<file path="src/rtl/mem_wb_stage_pkg.sv">
// Shared writeback-control encodings, stage state type and alignment helper.
package mem_wb_stage_pkg;

    // Writeback source select
    localparam logic [2:0] WB_ALU    = 3'd0;
    localparam logic [2:0] WB_PCADD4 = 3'd1;
    localparam logic [2:0] WB_DMEM   = 3'd2;

    // Load access size
    localparam logic [1:0] DMEM_EXT_BYTE = 2'd0;
    localparam logic [1:0] DMEM_EXT_HALF = 2'd1;
    localparam logic [1:0] DMEM_EXT_WORD = 2'd2;

    typedef enum logic {
        ST_IDLE,
        ST_WAIT
    } state_t;

    // A halfword needs an even offset; a word (or any wider code) needs offset 0.
    function automatic logic is_misaligned(input logic [1:0] size, input logic [1:0] off);
        case (size)
            DMEM_EXT_BYTE: return 1'b0;
            DMEM_EXT_HALF: return off[0];
            default:       return off != 2'd0;
        endcase
    endfunction

endpackage

</file>
<file path="src/rtl/mem_wb_stage_load_extend.sv">
// Combinational load alignment and sign/zero extension of a raw dmem word.
module load_extend
    import mem_wb_stage_pkg::*;
#(
    parameter int unsigned XLEN = 32
) (
    input  logic [XLEN-1:0] rdata,
    input  logic [1:0]      offset,
    input  logic [1:0]      size,
    input  logic            unsign,
    output logic [XLEN-1:0] data,
    output logic            misaligned
);

    logic [7:0]  byte_val;
    logic [15:0] half_val;

    // Pick the addressed byte/halfword and extend it to XLEN
    always_comb begin
        byte_val   = rdata[8*offset +: 8];
        half_val   = rdata[16*offset[1] +: 16];
        misaligned = is_misaligned(size, offset);
        case (size)
            DMEM_EXT_BYTE: data = {{(XLEN-8){~unsign & byte_val[7]}}, byte_val};
            DMEM_EXT_HALF: data = {{(XLEN-16){~unsign & half_val[15]}}, half_val};
            default:       data = rdata;
        endcase
    end

endmodule

</file>
<file path="src/rtl/mem_wb_stage.sv">
// Final pipeline stage: selects the writeback source, aligns/extends loads,
// stalls upstream while a load waits on dmem, and flags timeout/misalignment.
module mem_wb_stage
    import mem_wb_stage_pkg::*;
#(
    parameter int unsigned XLEN         = 32,
    parameter int unsigned LOAD_TIMEOUT = 255
) (
    input  logic            clk,
    input  logic            rst_n,
    input  logic            in_valid,
    output logic            in_ready,
    input  logic [4:0]      in_rd,
    input  logic            in_rd_we,
    input  logic [2:0]      in_wb_sel,
    input  logic            in_ext_unsign,
    input  logic [1:0]      in_ext_size,
    input  logic [XLEN-1:0] in_alu_result,
    input  logic [XLEN-1:0] in_pc_add4,
    input  logic            dmem_rvalid,
    input  logic [XLEN-1:0] dmem_rdata,
    output logic            rf_we,
    output logic [4:0]      rf_waddr,
    output logic [XLEN-1:0] rf_wdata,
    output logic            load_busy,
    output logic            misalign_err,
    output logic            timeout_err
);

    localparam int unsigned CW = (LOAD_TIMEOUT > 0) ? $clog2(LOAD_TIMEOUT + 1) : 1;

    state_t          state_q, state_d;
    logic [CW-1:0]   cnt_q, cnt_d;

    // Fields of the instruction whose load is outstanding
    logic [4:0]      hold_rd;
    logic            hold_we;
    logic            hold_unsign;
    logic [1:0]      hold_size;
    logic [1:0]      hold_off;

    // One-entry skid for a register-source write that collides with a load result
    logic            pend_vld_q, pend_vld_d;
    logic            pend_we_q, pend_we_d;
    logic [4:0]      pend_addr_q, pend_addr_d;
    logic [XLEN-1:0] pend_data_q, pend_data_d;

    logic            accept, is_load, is_reg, acc_load, acc_mis, acc_reg;
    logic            load_done, timeout;
    logic            new_we;
    logic [XLEN-1:0] new_data;
    logic [XLEN-1:0] ext_data;
    logic            ext_misaligned;
    logic            out_upd, out_we;
    logic [4:0]      out_addr;
    logic [XLEN-1:0] out_data;

    load_extend #(.XLEN(XLEN)) u_load_extend (
        .rdata      (dmem_rdata),
        .offset     (hold_off),
        .size       (hold_size),
        .unsign     (hold_unsign),
        .data       (ext_data),
        .misaligned (ext_misaligned)
    );

    // Handshake, next-state, timeout counter and write-port arbitration
    always_comb begin
        in_ready  = (state_q == ST_IDLE) | ((state_q == ST_WAIT) & dmem_rvalid);
        load_busy = (state_q == ST_WAIT);
        accept    = in_valid & in_ready;
        is_load   = (in_wb_sel == WB_DMEM);
        is_reg    = (in_wb_sel == WB_ALU) | (in_wb_sel == WB_PCADD4);
        acc_mis   = accept & is_load & is_misaligned(in_ext_size, in_alu_result[1:0]);
        acc_load  = accept & is_load & ~acc_mis;
        acc_reg   = accept & is_reg;
        load_done = (state_q == ST_WAIT) & dmem_rvalid;
        timeout   = (LOAD_TIMEOUT != 0) & (state_q == ST_WAIT) & ~dmem_rvalid
                    & ((cnt_q + 1'b1) == CW'(LOAD_TIMEOUT));
        new_we    = in_rd_we & (in_rd != 5'd0);
        new_data  = (in_wb_sel == WB_PCADD4) ? in_pc_add4 : in_alu_result;

        state_d = state_q;
        if (acc_load)       state_d = ST_WAIT;
        else if (load_done) state_d = ST_IDLE;
        else if (timeout)   state_d = ST_IDLE;

        cnt_d = cnt_q;
        if (acc_load)
            cnt_d = '0;
        else if ((LOAD_TIMEOUT != 0) & (state_q == ST_WAIT) & ~dmem_rvalid)
            cnt_d = cnt_q + 1'b1;

        out_upd     = 1'b0;
        out_we      = 1'b0;
        out_addr    = rf_waddr;
        out_data    = rf_wdata;
        pend_vld_d  = pend_vld_q;
        pend_we_d   = pend_we_q;
        pend_addr_d = pend_addr_q;
        pend_data_d = pend_data_q;

        // A load result and a same-cycle ALU/link accept both target the next
        // edge; the load wins and the other write slips one cycle into the
        // skid, which drains on the first cycle without a new ALU/link accept.
        if (load_done) begin
            out_upd  = 1'b1;
            out_we   = hold_we;
            out_addr = hold_rd;
            out_data = ext_data;
            if (acc_reg) begin
                pend_vld_d  = 1'b1;
                pend_we_d   = new_we;
                pend_addr_d = in_rd;
                pend_data_d = new_data;
            end
        end else if (pend_vld_q) begin
            out_upd  = 1'b1;
            out_we   = pend_we_q;
            out_addr = pend_addr_q;
            out_data = pend_data_q;
            if (acc_reg) begin
                pend_we_d   = new_we;
                pend_addr_d = in_rd;
                pend_data_d = new_data;
            end else begin
                pend_vld_d = 1'b0;
            end
        end else if (acc_reg) begin
            out_upd  = 1'b1;
            out_we   = new_we;
            out_addr = in_rd;
            out_data = new_data;
        end
    end

    // State, counter, skid and error flags
    always_ff @(posedge clk or negedge rst_n) begin
        if (!rst_n) begin
            state_q      <= ST_IDLE;
            cnt_q        <= '0;
            pend_vld_q   <= 1'b0;
            pend_we_q    <= 1'b0;
            pend_addr_q  <= '0;
            pend_data_q  <= '0;
            misalign_err <= 1'b0;
            timeout_err  <= 1'b0;
        end else begin
            state_q      <= state_d;
            cnt_q        <= cnt_d;
            pend_vld_q   <= pend_vld_d;
            pend_we_q    <= pend_we_d;
            pend_addr_q  <= pend_addr_d;
            pend_data_q  <= pend_data_d;
            misalign_err <= acc_mis;
            timeout_err  <= timeout_err | timeout;
        end
    end

    // Holding register captured on every accepted instruction
    always_ff @(posedge clk or negedge rst_n) begin
        if (!rst_n) begin
            hold_rd     <= '0;
            hold_we     <= 1'b0;
            hold_unsign <= 1'b0;
            hold_size   <= '0;
            hold_off    <= '0;
        end else if (accept) begin
            hold_rd     <= in_rd;
            hold_we     <= new_we;
            hold_unsign <= in_ext_unsign;
            hold_size   <= in_ext_size;
            hold_off    <= in_alu_result[1:0];
        end
    end

    // Registered register-file write port; address/data hold when idle
    always_ff @(posedge clk or negedge rst_n) begin
        if (!rst_n) begin
            rf_we    <= 1'b0;
            rf_waddr <= '0;
            rf_wdata <= '0;
        end else begin
            rf_we <= out_we;
            if (out_upd) begin
                rf_waddr <= out_addr;
                rf_wdata <= out_data;
            end
        end
    end

endmodule

</file>
<file path="config.mk">
export PLATFORM = sky130hd
export DESIGN_NAME = mem_wb_stage
export DESIGN_NICKNAME = d
export VERILOG_FILES = /design/src/rtl/mem_wb_stage_pkg.sv /design/src/rtl/mem_wb_stage_load_extend.sv /design/src/rtl/mem_wb_stage.sv
export SDC_FILE = /design/constraint.sdc
export NUM_CORES = 1
export LEC_CHECK = 0
export CAP_MARGIN = 20
export CORE_ASPECT_RATIO = 1.5
export CORE_MARGIN = 3
export CORE_UTILIZATION = 24
export CTS_BUF_LIST = sky130_fd_sc_hd__clkbuf_2 sky130_fd_sc_hd__clkbuf_4 sky130_fd_sc_hd__clkbuf_8
export DETAILED_ROUTE_END_ITERATION = 16
export SYNTH_ARGS = -nofsm -noshare
export SYNTH_HDL_FRONTEND = slang
export SYNTH_SLANG_ARGS = --single-unit
</file>
<file path="constraint.sdc">
create_clock -name clk -period 2.3 [get_ports clk]
set_input_delay 0.575 -clock clk [delete_from_list [all_inputs] [get_ports clk]]
set_output_delay 0.575 -clock clk [all_outputs]
set_load 0.03 [all_outputs]
</file>
==> metrics.yaml <==
global_route:
  grt-busiest-layer: "met2"
  grt.met1_usage_pct: 16.98
  antenna_found_initial: 0
  grt_max_degree: 100
  overflow: 0
  use_met3_pct: 3.728
  grtUsageMet2_pct: 26.92
  grt.total_usage_pct: 14.84
  grt_pass1_wl_mm: 28.04
  grt_pass1_vias: 5083
final_layout:
  multiInputGateArea_um2: 2739
  final_common_cell: "clkdlybuf4s50_1"
  num-nets-final: 879
  final_cell_mix: "clkdlybuf4s50_1, dfrtp_1, nand2_1"
  register_area_um2: 2477
  fillerInstances: 2276
  area_growth_pct: 45.92
  final_area_um2: 7924
  n_antenna_cell: 0
  layout-drive-gt1-share_pct: 15.97
timing:
  period_minus_slack_ns: 2.181
  maxSlewHeadroom_pct: 58.58
  fmax_mhz: 458.6
  timing.final.crit_share_pct: 94.81
  maxSlewViolCount: 0
  finalSetupTns_ns: 0
  worstMarginPinSlew_ns: 0.6214
  rsz0062_at_grt: "false"
  setup_viol: 0
  clock_skew_ns: 0.009099
  finalHoldViolations: 0
clock_tree:
  numCtsBuffers: 9
  cts_tree: "yes"
  post_cts_buffers: 0
  ctsResizeCount: 0
  clock_path_buffers: 2
  cts.htree.levels: 3
  postCtsHoldBufs: 0
  clkTransAtPathRegs_ns: 0.10
  clkLatencyLatePin_ns: 0.38
  clk_root_buffer_cell: "clkbuf_8"
  cts.sinks: 99
pwr:
  power_density_nw_per_um2: 651.0
  p_leak_nw: 3.398
  fin_total_pwr_w: 0.005159
  ir_drop_v: 0.0002561
floorplanning:
  floorplan.die_area_um2: 24500
  coreArea_um2: 21970
  chipHeight_um: 190.2
  die_w_um: 128.8
  ios: 154
  start_util_pct: 24.72
  rows: 66
worst_hold_path:
  min_path_type: "in2async"
routing:
  drt-initial-drc-count: 288
  finalWirelength_mm: 18.04
  via_per_inst: 4.702
  vias: 4900
  wl_per_cell_um: 17.31
  drt_pass1_iterations: 4
  antenna_left: 0
  drc_errors: 0
synth:
  ys_seq_area_share_pct: 45.62
  ys_warn_count: 0
  syn_area_per_cell_um2: 9.427
  ys.flop_type: "dfrtp_1"
  synth_cell_types: 48
  postSynthCellCount: 576
  synth-edff-count: 0
  synth_seq_cells: 99
  syn-num-nets: 690
  async_flop_share_pct: 100.0
  syn_area_um2: 5430
setup_path:
  reg2reg_slack_ns: 0.26
  cp-start-kind: "input port"
  worstPathCellList: "clkdlybuf4s50_1 -> mux2i_1 -> or4_1 -> a211o_1 -> and2_1 -> a221oi_2"
  end_kind: "flip-flop"
  crit_arrival_ns: 2.48
  critical_path_buf_inv_count: 1
  slowest_stage: "clkdlybuf4s50_1"
  r2r_end: "rf_wdata[28]$_DFFE_PN0P_"
  cp.required_ns: 2.60
  crit_type: "in2reg"
  timing.rr.start: "hold_off[1]$_DFFE_PN0P_"
  critical-path-max-stage-delay_ns: 0.53
  crit_family: "simple AND/OR/NAND/NOR gates"
  reg2reg_depth: 5
  crit_fanout: 6
placement:
  post_dp_cell_area_um2: 7699
  dp_hpwl_mm: 14.35
  place.gp.congestion: 0.8329
  numPortBuffers: 153
job:
  max_cap_viol_count: 0
status:
  run_status: "finished clean"
[power by group]
group	leakage, nW	switching [W]	internal, W
logic	2.02	0.000878	0.000806
registers	1.26	0.000182	0.00202
clock network	0.111	0.000653	0.000622
total	3.40	0.00171	0.00345
[cells by family (layout without fill, tap and decap cells)]
logic type,after synthesis,count (layout),synth area share [%]
AO/OA/AOI/OAI,193,193,22.19
AND/OR/NAND/NOR,148,148,11.89
flip-flops,99,99,45.62
multiplexers,76,76,15.00
buffers and inverters,54,248,4.193
XOR/XNOR,4,4,0.6453
adder cells (fa/ha/maj),2,2,0.4608
[state kept, by name, summed over array words and instances (netlist names)]
name,cells
pend_addr_q,5
misalign_err,1
timeout_err,1
hold_unsign,1
pend_vld_q,1
hold_rd,5
hold_we,1
load_busy,1
hold_size,2
rf_waddr,5
rf_wdata,32
rf_we,1
hold_off,2
cnt_q,8
pend_we_q,1
pend_data_q,32
[Yosys cell counts, types with 5 or more instances]
master / n / share of area (%)
a211oi_1: 13 / 1.8
buf_2: 11 / 1.0
mux2_2: 33 / 6.8
dfrtp_1: 99 / 46
inv_1: 13 / 0.90
nand2_1: 84 / 5.8
nor2_1: 33 / 2.3
a211o_1: 7 / 1.1
o22ai_1: 8 / 0.92
nand2b_1: 9 / 1.0
a31oi_1: 7 / 0.81
clkbuf_1: 25 / 1.7
o21ai_0: 76 / 7.0
a21oi_1: 40 / 3.7
a221o_1: 10 / 1.8
mux2i_1: 42 / 7.7
a21o_1: 9 / 1.2
o31ai_1: 7 / 0.97
a21boi_0: 5 / 0.69
[metrics by stage]
stage               util (%)  setup WS (ns)  std cells  hold slack, ns
finish                 36.07         0.1193       1042          0.2110
global route           36.07        0.02820       1042          0.2461
CTS                    36.07        0.09813       1042          0.2530
detailed placement     35.05        -0.2832       1026          0.4654
global placement       35.05        -0.2431       1026          0.4566
floorplan                  -         0.1522        576          0.2794
[routing by layer]
| layer | routed length, um | vias up | part of all wire, % |
|---|---|---|---|
| li1 | - | 2451 | - |
| met1 | 7002 | 2338 | 39 |
| met2 | 9735 | 101 | 54 |
| met3 | 1020 | 10 | 5.7 |
| met4 | 279 | 0 | 1.5 |
| met5 | 0 | - | 0 |
[cell type report]
class                      count  area share [%]
clock inverter                 7           1.279
inverter                      14          0.6632
tap                          272           4.295
timing repair buffer         218           26.37
multi-input combinational    423           34.57
clock buffer                   9           1.563
sequential                    99           31.26
[how the worst max path moves through the flow]
stage	startpoint	slack (ns)	to	cells past startpoint
after CTS	load_busy$_DFFE_PN0P_	0.1	load_busy	1
final	dmem_rdata[23]	0.12	rf_wdata[28]$_DFFE_PN0P_	6
after detailed placement	dmem_rdata[23]	-0.28	rf_wdata[28]$_DFFE_PN0P_	6
after floorplan	load_busy$_DFFE_PN0P_	0.15	hold_rd[0]$_DFFE_PN0P_	5
after global placement	dmem_rdata[23]	-0.24	rf_wdata[28]$_DFFE_PN0P_	6
after global routing	load_busy$_DFFE_PN0P_	0.03	load_busy	1
[worst reg2reg max path: cells and delay by family, from the launching register on]
kind | cells | cell delay (ns)
compound gates | 2 | 0.59
flops | 1 | 0.56
mux | 1 | 0.12
simple gates | 2 | 0.70
No activity file was read; power rests on OpenSTA's default activity.
